===== src/rtl/input_debounce_if.sv =====
`default_nettype none
// ============================================================================
// Module      : input_debounce_if
// Description : Switch/button/request bundle between the board, the control
//               unit and the input_debounce block.
// Revision    : 1.0
// ============================================================================
interface input_debounce_if #(
    parameter int WIDTH     = 18,
    parameter int OUT_WIDTH = 18
);
    logic [WIDTH-1:0]     switch;
    logic                 escreveInput;
    logic                 btn;
    logic                 haltIn;
    logic [OUT_WIDTH-1:0] saida;
    logic                 valid;

    modport master (
        output switch,
        output escreveInput,
        output btn,
        input  haltIn,
        input  saida,
        input  valid
    );

    modport slave (
        input  switch,
        input  escreveInput,
        input  btn,
        output haltIn,
        output saida,
        output valid
    );
endinterface
`default_nettype wire


===== src/rtl/input_debounce.sv =====
`default_nettype none
// ============================================================================
// Module      : input_debounce
// Description : Stalls the CPU on an input request, waits for a debounced
//               confirm press, captures and extends the switch word.
//               Define INPUT_SIGNEXT_EN for sign extension (default: zero).
// Revision    : 1.0
// ============================================================================
module input_debounce #(
    parameter int WIDTH           = 18,
    parameter int OUT_WIDTH       = 18,
    parameter int DEBOUNCE_CYCLES = 50000
) (
    input  wire logic       clock,
    input  wire logic       reset,
    input_debounce_if.slave bus
);
    localparam int c_cnt_w = $clog2(DEBOUNCE_CYCLES + 1);

    typedef enum logic [1:0] {
        ST_IDLE         = 2'd0,
        ST_WAIT_PRESS   = 2'd1,
        ST_WAIT_RELEASE = 2'd2
    } state_t;

    logic                 btn_meta_q, btn_s_q;
    logic [WIDTH-1:0]     sw_meta_q, sw_s_q;
    logic                 btn_db_q, btn_db_d;
    logic                 btn_db_dly_q;
    logic [c_cnt_w-1:0]   cnt_q, cnt_d;
    logic [c_cnt_w-1:0]   w_cnt_inc;
    state_t               state_q, state_d;
    logic [OUT_WIDTH-1:0] saida_q, saida_d;
    logic                 valid_q, valid_d;
    logic [OUT_WIDTH-1:0] w_ext;
    logic                 w_press;
    logic                 w_halt;

    always_ff @(posedge clock or posedge reset) begin
        if (reset) begin
            btn_meta_q   <= 1'b0;
            btn_s_q      <= 1'b0;
            sw_meta_q    <= '0;
            sw_s_q       <= '0;
            btn_db_q     <= 1'b0;
            btn_db_dly_q <= 1'b0;
            cnt_q        <= '0;
            state_q      <= ST_IDLE;
            saida_q      <= '0;
            valid_q      <= 1'b0;
        end else begin
            btn_meta_q   <= bus.btn;
            btn_s_q      <= btn_meta_q;
            sw_meta_q    <= bus.switch;
            sw_s_q       <= sw_meta_q;
            btn_db_q     <= btn_db_d;
            btn_db_dly_q <= btn_db_q;
            cnt_q        <= cnt_d;
            state_q      <= state_d;
            saida_q      <= saida_d;
            valid_q      <= valid_d;
        end
    end

    assign w_cnt_inc = cnt_q + 1'b1;

    // The accepted level only follows the synchronised button after it has
    // disagreed for DEBOUNCE_CYCLES consecutive cycles.
    always_comb begin
        btn_db_d = btn_db_q;
        cnt_d    = '0;
        if (btn_s_q != btn_db_q) begin
            if (w_cnt_inc == c_cnt_w'(DEBOUNCE_CYCLES)) begin
                btn_db_d = btn_s_q;
            end else begin
                cnt_d = w_cnt_inc;
            end
        end
    end

    assign w_press = btn_db_q & ~btn_db_dly_q;

    if (OUT_WIDTH > WIDTH) begin : g_ext
`ifdef INPUT_SIGNEXT_EN
        assign w_ext = {{(OUT_WIDTH-WIDTH){sw_s_q[WIDTH-1]}}, sw_s_q};
`else
        assign w_ext = {{(OUT_WIDTH-WIDTH){1'b0}}, sw_s_q};
`endif
    end else begin : g_noext
        assign w_ext = sw_s_q;
    end

    always_comb begin
        state_d = state_q;
        saida_d = saida_q;
        valid_d = 1'b0;
        w_halt  = 1'b0;
        case (state_q)
            ST_IDLE: begin
                w_halt = bus.escreveInput;
                if (bus.escreveInput) begin
                    state_d = ST_WAIT_PRESS;
                end
            end
            ST_WAIT_PRESS: begin
                w_halt = 1'b1;
                if (!bus.escreveInput) begin
                    state_d = ST_IDLE;
                end else if (w_press) begin
                    saida_d = w_ext;
                    valid_d = 1'b1;
                    state_d = ST_WAIT_RELEASE;
                end
            end
            ST_WAIT_RELEASE: begin
                // The strobe cycle releases the stall so the write can retire.
                w_halt = bus.escreveInput & ~valid_q;
                if (!btn_db_q) begin
                    state_d = ST_IDLE;
                end
            end
            default: begin
                state_d = ST_IDLE;
            end
        endcase
    end

    assign bus.haltIn = w_halt & ~reset;
    assign bus.saida  = saida_q;
    assign bus.valid  = valid_q;

endmodule
`default_nettype wire

===== src/flat_wrapper.sv =====
// flat-port wrapper written by rule: the top's interface ports become plain ports
module input_debounce_flat 
#(
    parameter int WIDTH           = 18,
    parameter int OUT_WIDTH       = 18,
    parameter int DEBOUNCE_CYCLES = 50000
)
  (clock, reset, bus_switch, bus_escreveInput, bus_btn, bus_haltIn, bus_saida, bus_valid);
  input_debounce_if #(.WIDTH(WIDTH), .OUT_WIDTH(OUT_WIDTH)) bus_i ();
  input  wire logic clock;
  input  wire logic reset;
  input wire logic [$bits(bus_i.switch)-1:0] bus_switch;
  input wire logic [$bits(bus_i.escreveInput)-1:0] bus_escreveInput;
  input wire logic [$bits(bus_i.btn)-1:0] bus_btn;
  output wire logic [$bits(bus_i.haltIn)-1:0] bus_haltIn;
  output wire logic [$bits(bus_i.saida)-1:0] bus_saida;
  output wire logic [$bits(bus_i.valid)-1:0] bus_valid;
  assign bus_i.switch = bus_switch;
  assign bus_i.escreveInput = bus_escreveInput;
  assign bus_i.btn = bus_btn;
  assign bus_haltIn = bus_i.haltIn;
  assign bus_saida = bus_i.saida;
  assign bus_valid = bus_i.valid;
  input_debounce #(.WIDTH(WIDTH), .OUT_WIDTH(OUT_WIDTH), .DEBOUNCE_CYCLES(DEBOUNCE_CYCLES)) u_core (.clock(clock), .reset(reset), .bus(bus_i));
endmodule

===== config.mk =====
export PLATFORM = sky130hd
export DESIGN_NAME = input_debounce_flat
export DESIGN_NICKNAME = d
export VERILOG_FILES = /design/src/rtl/input_debounce_if.sv /design/src/rtl/input_debounce.sv /design/src/flat_wrapper.sv
export SDC_FILE = /design/constraint.sdc
export NUM_CORES = 1
export LEC_CHECK = 0
export ABC_AREA = 0
export CAP_MARGIN = 25
export CORE_MARGIN = 2
export CORE_UTILIZATION = 30
export DETAILED_ROUTE_END_ITERATION = 6
export SLEW_MARGIN = 30
export SYNTH_ARGS = -nofsm -noshare
export SYNTH_HDL_FRONTEND = slang
export SYNTH_SLANG_ARGS = --single-unit
export TNS_END_PERCENT = 50

===== constraint.sdc =====
create_clock -name clock -period 4.2 [get_ports clock]
set_input_delay 0.42 -clock clock [delete_from_list [all_inputs] [get_ports clock]]
set_output_delay 0.42 -clock clock [all_outputs]
set_load 0.02 [all_outputs]

==> qor.tcl, run 1 <==
set qor(die_height_um) 99.20
set qor(switching_share_pct) 20.58
set qor(wl_per_cell_um) 12.44
set qor(grt_remaining_overflow) 0
set qor(number_of_gates_resized_after_cts) 0
set qor(cts_made_buffers) 9
set qor(combinationalPowerShare_pct) 3.3
set qor(number_of_search_and_repair_iterations_in_the_first_detailed_routing_pass) 4
set qor(design.core.area_mm2) 0.008763
set qor(p_seq_share_pct) 54.7
set qor(synth.ff_latch_count) 77
set qor(power_switching_uw) 290.2
set qor(die_area_mm2) 0.009841
set qor(antenna_found_initial) 0
set qor(maximum_vdd_drop_v) 0.0002104
set qor(worstPathArrival_ns) 2.54
set qor(crit_slowest_cell) {sky130_fd_sc_hd__o21bai_2}
set qor(area_of_all_sequential_standard_cells_mm2) 0.001927
set qor(run_status) {finished, final reports clean}
set qor(power.static_leakage_uw) 0.001513
set qor(grt_first_pass_wirelength_um) 7610
set qor(synth.yosys.warnings) 0
set qor(timing_limited_maximum_frequency_ghz) 0.4264
set qor(io_pins) 42
set qor(buffer_ports.inserted) 41
set qor(timing_hold_violations_final) 0
set qor(setup_viol) 0
set qor(die_width_um) 99.20
set qor(synthMostInstantiatedCell) {sky130_fd_sc_hd__dfrtp_1}
set qor(gp_congestion) 0.8069
set qor(required_ns) 4.40
set qor(dp_cells) 337
set qor(cts_tree) {built}
set qor(syn_to_final_growth_pct) 27.89
set qor(slew_viol_final) 0
set qor(drt_drc_violations_left) 0
set qor(pwr_density_cell_mw_per_mm2) 405.6
set qor(synth.top_cell.area_share_pct) 70.87
set qor(cell_type_with_the_largest_total_area_after_synthesis) {sky130_fd_sc_hd__dfrtp_1}
set qor(cts_root_buffer) {sky130_fd_sc_hd__clkbuf_8}
set qor(postSynth.asyncResetShare_pct) 100.0
set qor(syn_inst) 190
set qor(post_cts_hold_buffer_count) 0
set qor(internal-power_uw) 1120
set qor(slew-limit-headroom_pct) 56.12
set qor(multi_input_comb_area_um2) 765.7
set qor(synth_commonest_cells) {sky130_fd_sc_hd__dfrtp_1, sky130_fd_sc_hd__nor2_1, sky130_fd_sc_hd__mux2_2}
set qor(htreeDepth) 3
set qor(gr-usage-all-layers_pct) 9.919
set qor(total_number_of_clock_tree_sinks) 77
set qor(clkLatencyLatePin_ns) 0.34
set qor(ctsLongestPathBuffers) 2
set qor(netlist-cell-type-count) 35
set qor(layout_worst_path_cycle_share_pct) 55.84
set qor(post_synth.cell_area_avg_um2) 14.31
set qor(post_route_cells_drive_above_1_share_pct) 17.21
set qor(place.detailed.hpwl_um) 2831
set qor(final_net_count) 263
set qor(route.final.wire_length_um) 4380
set qor(netlist_area_mm2) 0.002719
set qor(synth_edf_count) 0
set qor(worst_slew_pin_slew_ns) 0.6583
set qor(drt-vias-per-instance) 4.435
set qor(grt_pass1_vias) 1652
set qor(nFillCells) 849
set qor(dpl_cell_area_mm2) 0.003261
set qor(largest_net_degree_at_the_start_of_global_routing) 78
set qor(postRouteAntennaNets) 0
set qor(clock_pin_slew_on_the_worst_setup_and_hold_paths_ns) 0.08
set qor(startpoint_type) {register}
set qor(floorplan.initialDensity_pct) 31.03
set qor(via_total_after_detailed_routing) 1561
set qor(min-delay-path-class) {reg2reg}
set qor(timing.reg2reg.setup_slack_ns) 1.85
set qor(crit_path_cell_trace) {ha_1, nand2_1, nor4_1, o22a_1, a21oi_1, o21bai_2, nor2_1}
set qor(dr.first_iter.drc_count) 62
set qor(fin_cells) 352
set qor(placementRows) 34
set qor(worstSetupEndpointType) {register}
set qor(setup_total_negative_slack_ns) 0
set qor(synth_ff_type) {sky130_fd_sc_hd__dfrtp_1}
set qor(finalInstanceArea_mm2) 0.003477
set qor(timing.critical_path.slowest_cell_delay_ns) 0.52
set qor(num_antenna_cells) 0
set qor(power_frac_clock_pct) 42.0
set qor(post-route-min-period_ns) 2.345
set qor(post_cts_buffers) 0
set qor(critical_path_peak_fanout) 14
set qor(fin_worst_hold_slack_ns) 0.3429
set qor(clock-skew-final_ns) 0.009785
set qor(worst-setup-path-type) {reg2reg}
set qor(synth.net_count) 213
set qor(proportion_of_synthesized_chip_area_in_sequential_cells_pct) 70.87
set qor(rsz0062_at_grt) {false}
set qor(max_cap_viols) 0
set qor(synth.area.top_cells) {sky130_fd_sc_hd__dfrtp_1, sky130_fd_sc_hd__mux2_2, sky130_fd_sc_hd__xnor2_1, sky130_fd_sc_hd__nor2_1, sky130_fd_sc_hd__nand3_1}
layer usage:
layer | track usage [%] | part of all wire [%] | vias to the layer above
met2 | 14.92 | 47 | 35
met4 | 3.793 | 1.4 | 0
met1 | 12.51 | 46 | 773
li1 | - | - | 746
met3 | 4.638 | 5.6 | 7
met5 | 0 | 0 | -
critical path, delay by kind of cell, from the launching register on:
kind | cells | cell delay [ns]
adders and majority gates | 1 | 0.29
DFF | 1 | 0.44
and+or+nand+nor | 3 | 0.68
AOI/OAI and AO/OA | 3 | 0.79
power groups by stage:
stage | Sequential (µW) | Combinational [µW] | Clock (µW)
2_1_floorplan | 783 | 21.8 | 0
3_3_place_gp | 784 | 47.7 | 0
3_5_place_dp | 786 | 48.1 | 0
4_1_cts | 771 | 48.4 | 620
5_1_grt | 773 | 52.3 | 657
6_report | 771 | 46.7 | 593
registers in the layout (all words and copies together) (netlist names):
signal and flops:
u_core.btn_db_dly_q 1, u_core.btn_db_q 1, u_core.btn_meta_q 1, u_core.btn_s_q 1, u_core.bus.saida 18, u_core.bus.valid 1, u_core.cnt_q 16, u_core.state_q 2
u_core.sw_meta_q 18, u_core.sw_s_q 18
final cells by class:
class | count | area share (%)
clock buffers | 10 | 3.670
well taps | 108 | 3.886
repair buffers | 43 | 12.34
flip-flops and latches | 77 | 55.42
multi-input cells | 107 | 22.02
clock inverters | 5 | 2.447
inverters | 2 | 0.2159
cells by family after synthesis:
group                    count (synthesis)  synth area share (%)
buffers and inverters                    6                 1.150
XOR/XNOR                                16                 5.154
multiplexers                            19                 7.869
adder cells (fa/ha/maj)                  1                0.4601
flip-flops                              77                 70.87
AND/OR/NAND/NOR                         58                 10.81
AO/OA/AOI/OAI                           13                 3.682
per-stage QoR:
step           util [%]  total power [µW]  setup WS [ns]
6_report          39.68              1410          1.855
2_1_floorplan         -             804.6          1.311
4_1_cts           39.63              1439          1.837
5_1_grt           39.68              1482          1.568
3_5_place_dp      37.21             833.6          1.852
3_3_place_gp      37.21             831.9          1.945
worst paths after layout:
| kind | endpoint | from | cells past startpoint |
|---|---|---|---|
| worst min-delay path | u_core.sw_s_q[15] | u_core.sw_meta_q[15] | 0 |
| min in group asynchronous | u_core.bus.saida[14] | reset | 3 |
| worst max-delay path | u_core.cnt_q[14] | u_core.cnt_q[0] | 7 |
| worst min register to register | u_core.sw_s_q[15] | u_core.sw_meta_q[15] | 0 |
| worst max register to register | u_core.cnt_q[14] | u_core.cnt_q[0] | 7 |
| max in group asynchronous | u_core.sw_s_q[10] | reset | 3 |
cells in the final DEF, fill, tap and decap left out, drive strengths merged:
cell           count
and2               1
and4b              1
inv                3
a21o               1
clkinv             1
nor4b              1
ha                 1
o21bai             2
mux2              19
clkinvlp           1
o2111ai            1
bufinv             2
o211a              1
a31o               1
clkbuf            10
clkdlybuf4s50     41
o21ai              1
nor3               4
o31a               1
or3                2
nor2              24
nor4               4
a21boi             1
nand3              7
dfrtp             77
xor2               4
nand2b             1
buf                2
a21oi              3
o22a               1
nand4              3
and3               1
nand2              9
xnor2             12
Note: power is estimated with default switching activity, not from simulation.
==> inputs of run 2 (changes only) <==
clock period = 2.2 ns   (was 4.2 ns; I/O delays follow)
==> qor.tcl, run 2 (same netlist as run 1, synthesis figures left out) <==
set qor(number_of_search_and_repair_iterations_in_the_first_detailed_routing_pass) 4
set qor(dp_cells) 345
set qor(total_number_of_clock_tree_sinks) 77
set qor(worst_slew_pin_slew_ns) 0.6586
set qor(timing.critical_path.slowest_cell_delay_ns) 0.40
set qor(syn_to_final_growth_pct) 32.49
set qor(multi_input_comb_area_um2) 788.3
set qor(ctsLongestPathBuffers) 2
set qor(setup_viol) 0
set qor(worst-setup-path-type) {reg2reg}
set qor(htreeDepth) 3
set qor(min-delay-path-class) {in2reg}
set qor(place.detailed.hpwl_um) 2924
set qor(crit_slowest_cell) {sky130_fd_sc_hd__dfrtp_1}
set qor(crit_path_cell_trace) {nand4_1, buf_4, o31a_2, a31o_2, o2111ai_1, nor2_1, mux2_1}
set qor(wl_per_cell_um) 12.56
set qor(placementRows) 34
set qor(postRouteAntennaNets) 0
set qor(power.static_leakage_uw) 0.001563
set qor(gr-usage-all-layers_pct) 10.40
set qor(required_ns) 2.42
set qor(grt_remaining_overflow) 0
set qor(design.core.area_mm2) 0.008763
set qor(critical_path_peak_fanout) 5
set qor(gp_congestion) 0.8261
set qor(worst_hold_path.num_cells) 1
set qor(via_total_after_detailed_routing) 1646
set qor(startpoint_type) {register}
set qor(dr.first_iter.drc_count) 23
set qor(floorplan.initialDensity_pct) 31.03
set qor(route.final.wire_length_um) 4597
set qor(maximum_vdd_drop_v) 0.0004405
set qor(worst_r2r_endpoint) {u_core.btn_db_q}
set qor(timing_limited_maximum_frequency_ghz) 0.4845
set qor(final_net_count) 276
set qor(r2r.worst_path.cells) 7
set qor(grt_pass1_vias) 1726
set qor(worst_setup_path_startpoint) {u_core.cnt_q[9]}
set qor(pwr_density_cell_mw_per_mm2) 740.4
set qor(cts_tree) {built}
set qor(cts_made_buffers) 9
set qor(final_common_cell) {sky130_fd_sc_hd__dfrtp_1}
set qor(slew_viol_final) 0
set qor(critical_path.reg2reg.startpoint) {u_core.cnt_q[9]}
set qor(drt-vias-per-instance) 4.497
set qor(num_antenna_cells) 0
set qor(die_width_um) 99.20
set qor(largest_net_degree_at_the_start_of_global_routing) 78
set qor(post-route-min-period_ns) 2.064
set qor(timing.reg2reg.setup_slack_ns) 0.14
set qor(cts_root_buffer) {sky130_fd_sc_hd__clkbuf_8}
set qor(post_route_cells_drive_above_1_share_pct) 25.19
set qor(die_area_mm2) 0.009841
set qor(layout_worst_path_cycle_share_pct) 93.82
set qor(timing_hold_violations_final) 0
set qor(utilization_of_the_core_after_routing_pct) 41.11
set qor(die_height_um) 99.20
set qor(drt_drc_violations_left) 0
set qor(io_pins) 42
set qor(clock_pin_slew_on_the_worst_setup_and_hold_paths_ns) 0.08
set qor(run_status) {finished, final reports clean}
set qor(mostFrequentLayoutCells) {sky130_fd_sc_hd__dfrtp_1, sky130_fd_sc_hd__clkdlybuf4s50_1, sky130_fd_sc_hd__nor2_1}
set qor(crit_end) {u_core.btn_db_q}
set qor(antenna_found_initial) 0
set qor(crit_family) {compound AO/OA/AOI/OAI gates}
set qor(buffer_ports.inserted) 41
set qor(critical_path.n_buffers_inverters) 1
set qor(slew-limit-headroom_pct) 56.09
set qor(area_of_all_sequential_standard_cells_mm2) 0.001932
set qor(nFillCells) 853
set qor(clock-skew-final_ns) 0.01094
set qor(worst-path-stages) 7
set qor(worstSetupEndpointType) {register}
set qor(max_cap_viols) 0
set qor(worstPathArrival_ns) 2.29
set qor(fin_cells) 366
set qor(clkLatencyLatePin_ns) 0.34
set qor(grt_first_pass_wirelength_um) 8100
==> run 2: stage by stage <==
stage               area [µm²]  TNS (ns)  power, µW  hold slack [ns]  setup slack (ns)
floorplan                 2723         0       1537           0.2514            0.2172
global placement          3324         0       1594           0.3323            0.1410
detailed placement        3324         0       1597           0.3347           0.08704
CTS                       3533         0       2709           0.2850           0.06014
global route              3602  -0.02799       2793           0.2822          -0.02799
finish                    3602         0       2667           0.3052            0.1359
==> run 2: power breakdown <==
group	switching [µW]	internal, µW	leakage [µW]
combinational	47.7	50.6	0.000486
sequential	15.0	1450	0.000977
clock	508	591	0.0000992
total	571	2100	0.00156
==> run 2: worst min-delay path by stage <==
stage | startpoint | end | slack (ns)
after global routing | bus_switch[16] | u_core.sw_meta_q[16] | 0.28
after global placement | u_core.sw_meta_q[13] | u_core.sw_s_q[13] | 0.33
after floorplan | bus_btn | u_core.btn_meta_q | 0.25
after CTS | bus_switch[16] | u_core.sw_meta_q[16] | 0.28
final | bus_switch[16] | u_core.sw_meta_q[16] | 0.31
after detailed placement | u_core.sw_meta_q[10] | u_core.sw_s_q[10] | 0.33
==> run 2: routing by layer <==
metal | track usage [%] | routed length (µm)
met1 | 13.18 | 2135
met2 | 16.11 | 2149
met3 | 4.216 | 257
met4 | 3.793 | 55
met5 | 0 | 0
==> run 2: what timing repair did <==
| action | CTS | global route |
|---|---|---|
| gates resized for setup | 0 | 9 |
| buffers inserted | 0 | 5 |
| endpoints found under the setup margin | 0 | 14 |
| hold buffers | 0 | 0 |
==> run 2: final cells by class <==
cell class / count / area share (%)
Clock buffer: 12 / 4.307
Clock inverter: 4 / 1.494
Inverter: 2 / 0.3126
Multi-Input combinational cell: 107 / 21.88
Sequential cell: 77 / 53.63
Tap cell: 108 / 3.751
Timing Repair Buffer: 56 / 14.62
==> run 2: worst register-to-register path: stages, from the launching register on <==
cell and delay, ns:
sky130_fd_sc_hd__dfrtp_1 0.40, sky130_fd_sc_hd__nand4_1 0.26, sky130_fd_sc_hd__buf_4 0.23, sky130_fd_sc_hd__o31a_2 0.32, sky130_fd_sc_hd__a31o_2 0.22, sky130_fd_sc_hd__o2111ai_1 0.12
sky130_fd_sc_hd__nor2_1 0.10, sky130_fd_sc_hd__mux2_1 0.31
==> inputs of run 3 (changes only) <==
SLEW_MARGIN = default   (was 30)
==> qor.tcl, run 3 (same netlist as run 1, synthesis figures left out) <==
set qor(worst_setup_path_startpoint) {u_core.cnt_q[9]}
set qor(setup_total_negative_slack_ns) 0
set qor(min-delay-path-class) {in2reg}
set qor(topRoutingLayerUsed) {met4}
set qor(die_width_um) 99.20
set qor(final_net_count) 276
set qor(io_pins) 42
set qor(startpoint_type) {register}
set qor(max_cap_viols) 0
set qor(layout_worst_path_cycle_share_pct) 93.82
set qor(number_of_search_and_repair_iterations_in_the_first_detailed_routing_pass) 4
set qor(cts_tree) {built}
set qor(fin_worst_hold_slack_ns) 0.3053
set qor(postRouteAntennaNets) 0
set qor(fin_cells) 366
set qor(grt_first_pass_wirelength_um) 8100
set qor(clock-skew-final_ns) 0.01094
set qor(slew-limit-headroom_pct) 39.05
set qor(dr.first_iter.drc_count) 23
set qor(slew_viol_final) 0
set qor(via_total_after_detailed_routing) 1646
set qor(pwr_density_cell_mw_per_mm2) 740.9
set qor(worst_hold_path.num_cells) 1
set qor(total_number_of_clock_tree_sinks) 77
set qor(cts_made_buffers) 9
set qor(worstSetupEndpointType) {register}
set qor(cts_root_buffer) {sky130_fd_sc_hd__clkbuf_8}
set qor(required_ns) 2.42
set qor(gp_congestion) 0.8261
set qor(worst-setup-path-type) {reg2reg}
set qor(critical_path.reg2reg.startpoint) {u_core.cnt_q[9]}
set qor(route.final.wire_length_um) 4597
set qor(clkLatencyLatePin_ns) 0.34
set qor(grt_pass1_vias) 1726
set qor(floorplan.initialDensity_pct) 31.03
set qor(power.static_leakage_uw) 0.001561
set qor(worstPathArrival_ns) 2.29
set qor(clock_pin_slew_on_the_worst_setup_and_hold_paths_ns) 0.08
set qor(timing_hold_violations_final) 0
set qor(die_height_um) 99.20
set qor(r2r.worst_path.cells) 7
set qor(wl_met1_um) 2127
set qor(drt_drc_violations_left) 0
set qor(final_common_cell) {sky130_fd_sc_hd__dfrtp_1}
set qor(drt-vias-per-instance) 4.497
set qor(num_antenna_cells) 0
set qor(dr_wl_met3_um) 257
set qor(ctsLongestPathBuffers) 2
set qor(run_status) {finished, final reports clean}
set qor(worst_hold_startpoint) {bus_switch[16]}
set qor(buffer_ports.inserted) 41
set qor(post-route-min-period_ns) 2.064
set qor(setup_viol) 0
set qor(largest_net_degree_at_the_start_of_global_routing) 78
set qor(grt_remaining_overflow) 0
set qor(syn_to_final_growth_pct) 32.35
set qor(placementRows) 34
set qor(worst_slew_pin_slew_ns) 0.9142
set qor(post_route_cells_drive_above_1_share_pct) 25.19
set qor(design.core.area_mm2) 0.008763
set qor(maximum_vdd_drop_v) 0.0004406
set qor(antenna_found_initial) 0
set qor(post_cts_hold_buffer_count) 0
set qor(gr-usage-all-layers_pct) 10.40
set qor(dp_cells) 345
set qor(htreeDepth) 3
set qor(place.detailed.hpwl_um) 2924
set qor(timing_limited_maximum_frequency_ghz) 0.4845
set qor(die_area_mm2) 0.009841
set qor(mostFrequentLayoutCells) {sky130_fd_sc_hd__dfrtp_1, sky130_fd_sc_hd__clkdlybuf4s50_1, sky130_fd_sc_hd__nor2_1}
set qor(met2_wirelength_um) 2156
set qor(wl_per_cell_um) 12.56
set qor(critical_path_peak_fanout) 5
run 3: cell counts in the layout (fill, tap and decap cells not counted):
Identical to the previous run, type by type.
run 3: cell type report:
type	count	area, µm²
Multi-Input combinational cell	107	788.3
Inverter	2	11.26
Fill cell	852	5165
Timing Repair Buffer	56	523.0
Clock buffer	12	155.1
Clock inverter	4	53.80
Sequential cell	77	1932
Tap cell	108	135.1
run 3: metal layers:
metal | track usage, % | up-vias
li1 | - | 771
met1 | 13.18 | 822
met2 | 16.11 | 44
met3 | 4.216 | 9
met4 | 3.793 | 0
met5 | 0 | -
run 3: power breakdown:
part,switching [µW],total (µW),internal (µW)
Combinational,47.5,97.5,50.0
Clock,508,1100,591
Sequential,15.0,1470,1450
run 3: timing repair:
| action | in CTS | in global routing |
|---|---|---|
| gates resized for setup | 0 | 9 |
| setup endpoints to repair | 0 | 14 |
| setup buffers | 0 | 5 |
| hold endpoints to repair | 0 | 0 |
run 3: worst max-delay path, stage by stage, from the launching register on:
cell and delay [ns]:
sky130_fd_sc_hd__dfrtp_1 0.40, sky130_fd_sc_hd__nand4_1 0.26, sky130_fd_sc_hd__buf_4 0.23, sky130_fd_sc_hd__o31a_2 0.32, sky130_fd_sc_hd__a31o_2 0.22, sky130_fd_sc_hd__o2111ai_1 0.12, sky130_fd_sc_hd__nor2_1 0.10, sky130_fd_sc_hd__mux2_1 0.31
run 3: through the flow:
step | power [µW] | util, % | instance area (µm²) | worst slack [ns]
6_report | 2666 | 41.06 | 3598 | 0.1359
3_3_place_gp | 1594 | 37.94 | 3324 | 0.1410
5_1_grt | 2792 | 41.06 | 3598 | -0.02799
2_1_floorplan | 1537 | - | 2723 | 0.2172
4_1_cts | 2709 | 40.32 | 3533 | 0.06014
3_5_place_dp | 1597 | 37.94 | 3324 | 0.08704
run 3: final timing paths:
path                                         to  slack (ns)
max                             u_core.btn_db_q        0.14
min                        u_core.sw_meta_q[16]        0.31
max reg2reg                     u_core.btn_db_q        0.14
min reg2reg                    u_core.sw_s_q[2]        0.35
max in group asynchronous       u_core.cnt_q[4]        1.01
min in group asynchronous  u_core.sw_meta_q[16]        0.55
==> patch: new RTL, config.mk and constraints of run 3 <==
Re-encode `state_t` (3 states) as one-hot, 3 bits wide.
--- a/src/rtl/input_debounce.sv
+++ b/src/rtl/input_debounce.sv
@@ -19,6 +19,6 @@
 
-    typedef enum logic [1:0] {
-        ST_IDLE         = 2'd0,
-        ST_WAIT_PRESS   = 2'd1,
-        ST_WAIT_RELEASE = 2'd2
+    typedef enum logic [2:0] {
+        ST_IDLE         = 3'b001,
+        ST_WAIT_PRESS   = 3'b010,
+        ST_WAIT_RELEASE = 3'b100
     } state_t;
Behaviour: no difference found for any inputs over 10 cycles, from zero or initial values and one cycle with reset high; not proved beyond that.
==> patch against run 3 <==
Sequential share of layout area up 1.6 points; cell area down 1.8%; critical path type unchanged; critical endpoint unchanged; worst setup slack better by 67 ps; largest cell class unchanged; critical path depth down 1; synthesized area up 2.0%; sequential cell count up 1; routed wire length up 5.7%; power up 0.19%; largest power group unchanged.
==> patch: results (changes against run 3) <==
INFO  metric n_fill_cell = 896 (+5.2%)
INFO  metric drive_above_1_share = 9.97% (-15 points)
INFO  metric routed_wire_length_per_instance = 12.1 microns (-3.7%)
INFO  metric final.min_clock_period = 2000 ps (-66.6 ps)
INFO  metric ys_warn_count = 0 (unchanged)
INFO  metric place.gp.congestion = 0.872 (+5.5%)
INFO  metric synth_top_cells_by_count = dfrtp_1, nand2_1, nor2_1
INFO  metric slew-limit-headroom = 62.3% (+23 points)
INFO  metric cp_data_arrival_time = 2230 ps (-60 ps)
INFO  metric crit_path_max_fanout = 4 (-1)
INFO  metric place.port_buffers = 41 (unchanged)
INFO  metric synth_xor_area_share = 4.74% (-0.42 points)
INFO  metric cts_inserted_buffers = 9 (unchanged)
INFO  metric post_synth_fa_ha_maj_area_fraction = 0.451% (-0.0089 points)
INFO  metric worstHoldPathType = primary input to register
INFO  metric worst-r2r-setup-slack = 200 ps (+70 ps)
INFO  metric postSynth.asyncResetShare = 100% (unchanged)
INFO  metric whs_endpoint = u_core.sw_meta_q[17]$_DFF_PP0_
INFO  metric total_switching_power = 648 uW (+14%)
INFO  metric cell_count_after_placement = 386 (+12%)
INFO  metric avgSynthCellArea = 11.8 sq um (-17%)
INFO  metric insertedDiodeCount = 0 (unchanged)
INFO  metric synth_area_in_compound_gates = 2.39% (-1.3 points)
INFO  metric clk_path_buf_depth = 2 (unchanged)
INFO  metric grt_pass1_vias = 1773 (+2.7%)
INFO  metric synth_top_cell_by_area = dfrtp_1
INFO  metric overall_routing_resource_usage = 11.0% (+0.56 points)
INFO  metric clk_root_buffer_cell = clkbuf_8
INFO  metric grt_first_pass_wirelength = 8380 microns (+3.5%)
INFO  metric detailroute.via_count = 1730 (+5.1%)
INFO  metric instances_no_fill = 402 (+9.8%)
INFO  metric detailedPlace.worstSlack = 222 ps (+135 ps)
INFO  metric seq_area_frac_synth = 70.4% (-0.43 points)
INFO  metric leakage = 1.61 nW (+2.9%)
INFO  metric critical_path.reg2reg.endpoint = u_core.btn_db_q$_DFFE_PP0P_
INFO  metric place_hpwl = 3140 microns (+7.2%)
INFO  metric hold_path.startpoint = bus_switch[17]
INFO  metric muxShareOfSynthArea = 0.903% (-7.0 points)
INFO  metric grt_start_max_net_pins = 79 (+1.3%)
INFO  metric cpMaxStageDelayCell = dfrtp_1
INFO  metric max-vdd-ir-drop = 0.000447 V (+1.5%)
INFO  metric status = finished clean
INFO  metric worst_r2r_path_depth = 6 (-1)
INFO  metric synthesis.nets = 257 (+21%)
INFO  metric finClkSkew = 7.04 ps (-3.90 ps)
INFO  metric worstReg2RegStart = u_core.cnt_q[0]$_DFF_PP0_
INFO  metric drt-initial-drc-count = 72 (+210%)
INFO  metric post_synth_main_area_contributors = dfrtp_1, nand2_1, nor2_1, xor2_1, xnor2_1
INFO  metric grt_antenna_before_repair = 0 (unchanged)
INFO  metric num-nets-final = 309 (+12%)
## patch: cell types whose count changed after synthesis, moves of 2 or more
cell | run 3 | this run
nand3_2 | 0 | 2
nand2_1 | 9 | 64
nor2b_1 | 0 | 3
xnor2_1 | 12 | 7
mux2_2 | 18 | 0
nand2b_1 | 1 | 3
nand3_1 | 7 | 4
nor4_1 | 4 | 1
nor3_1 | 4 | 2
o22ai_1 | 0 | 3
xor2_1 | 4 | 8
inv_1 | 2 | 6
nand4_1 | 2 | 4
## patch: power by group through the flow
stage	registers [mW]	clock network, mW	logic (mW)
after detailed placement	1.57	0	0.168
after global routing	1.55	1.08	0.186
final	1.54	0.972	0.160
after CTS	1.54	1.02	0.166
after global placement	1.56	0	0.164
after floorplan	1.56	0	0.0941
## patch: final cells by class
type	count	share of cell area, %
clock buffer	10	3.90
sequential	78	55.3
clock inverter	6	1.27
inverter	7	0.850
tap	111	3.93
timing repair buffer	45	12.8
multi-input combinational	145	22.0
## patch: worst max-delay path by stage
| stage | startpoint | end | slack (ps) | cells past startpoint |
|---|---|---|---|---|
| after floorplan | u_core.cnt_q[0]$_DFF_PP0_ | u_core.btn_db_q$_DFFE_PP0P_ | 230 | 6 |
| after global placement | u_core.cnt_q[0]$_DFF_PP0_ | u_core.btn_db_q$_DFFE_PP0P_ | 280 | 6 |
| after detailed placement | u_core.cnt_q[0]$_DFF_PP0_ | u_core.btn_db_q$_DFFE_PP0P_ | 220 | 6 |
| after CTS | u_core.cnt_q[0]$_DFF_PP0_ | u_core.btn_db_q$_DFFE_PP0P_ | 200 | 6 |
| after global routing | u_core.cnt_q[0]$_DFF_PP0_ | u_core.btn_db_q$_DFFE_PP0P_ | 80 | 6 |
| final | u_core.cnt_q[0]$_DFF_PP0_ | u_core.btn_db_q$_DFFE_PP0P_ | 200 | 6 |
## patch: what timing repair did
action | CTS | global route
endpoints found under the hold margin | 0 | 0
gates resized for setup | 1 | 0
endpoints found under the setup margin | 1 | 0
## patch: critical path, delay by kind of cell (launching register included)
kind | cells | cell delay, ps
compound gates | 1 | 160
fa+ha+maj | 1 | 210
flops | 1 | 400
mux | 1 | 300
simple gates | 3 | 830
## patch: through the flow
step / hold slack (ps) / utilization, % / instance area [sq um]
floorplan: 251 / - / 2780
global placement: 331 / 36.8 / 3350
detailed placement: 335 / 36.8 / 3350
CTS: 281 / 38.8 / 3530
global route: 269 / 38.8 / 3530
finish: 298 / 38.8 / 3530
## patch: per-layer routing
metal	share of wire [%]	global-route usage [%]	vias up
li1	-	-	850
met1	47	14.3	839
met2	47	16.5	33
met3	4.5	4.25	8
met4	1.7	4.43	0
met5	0	0	-
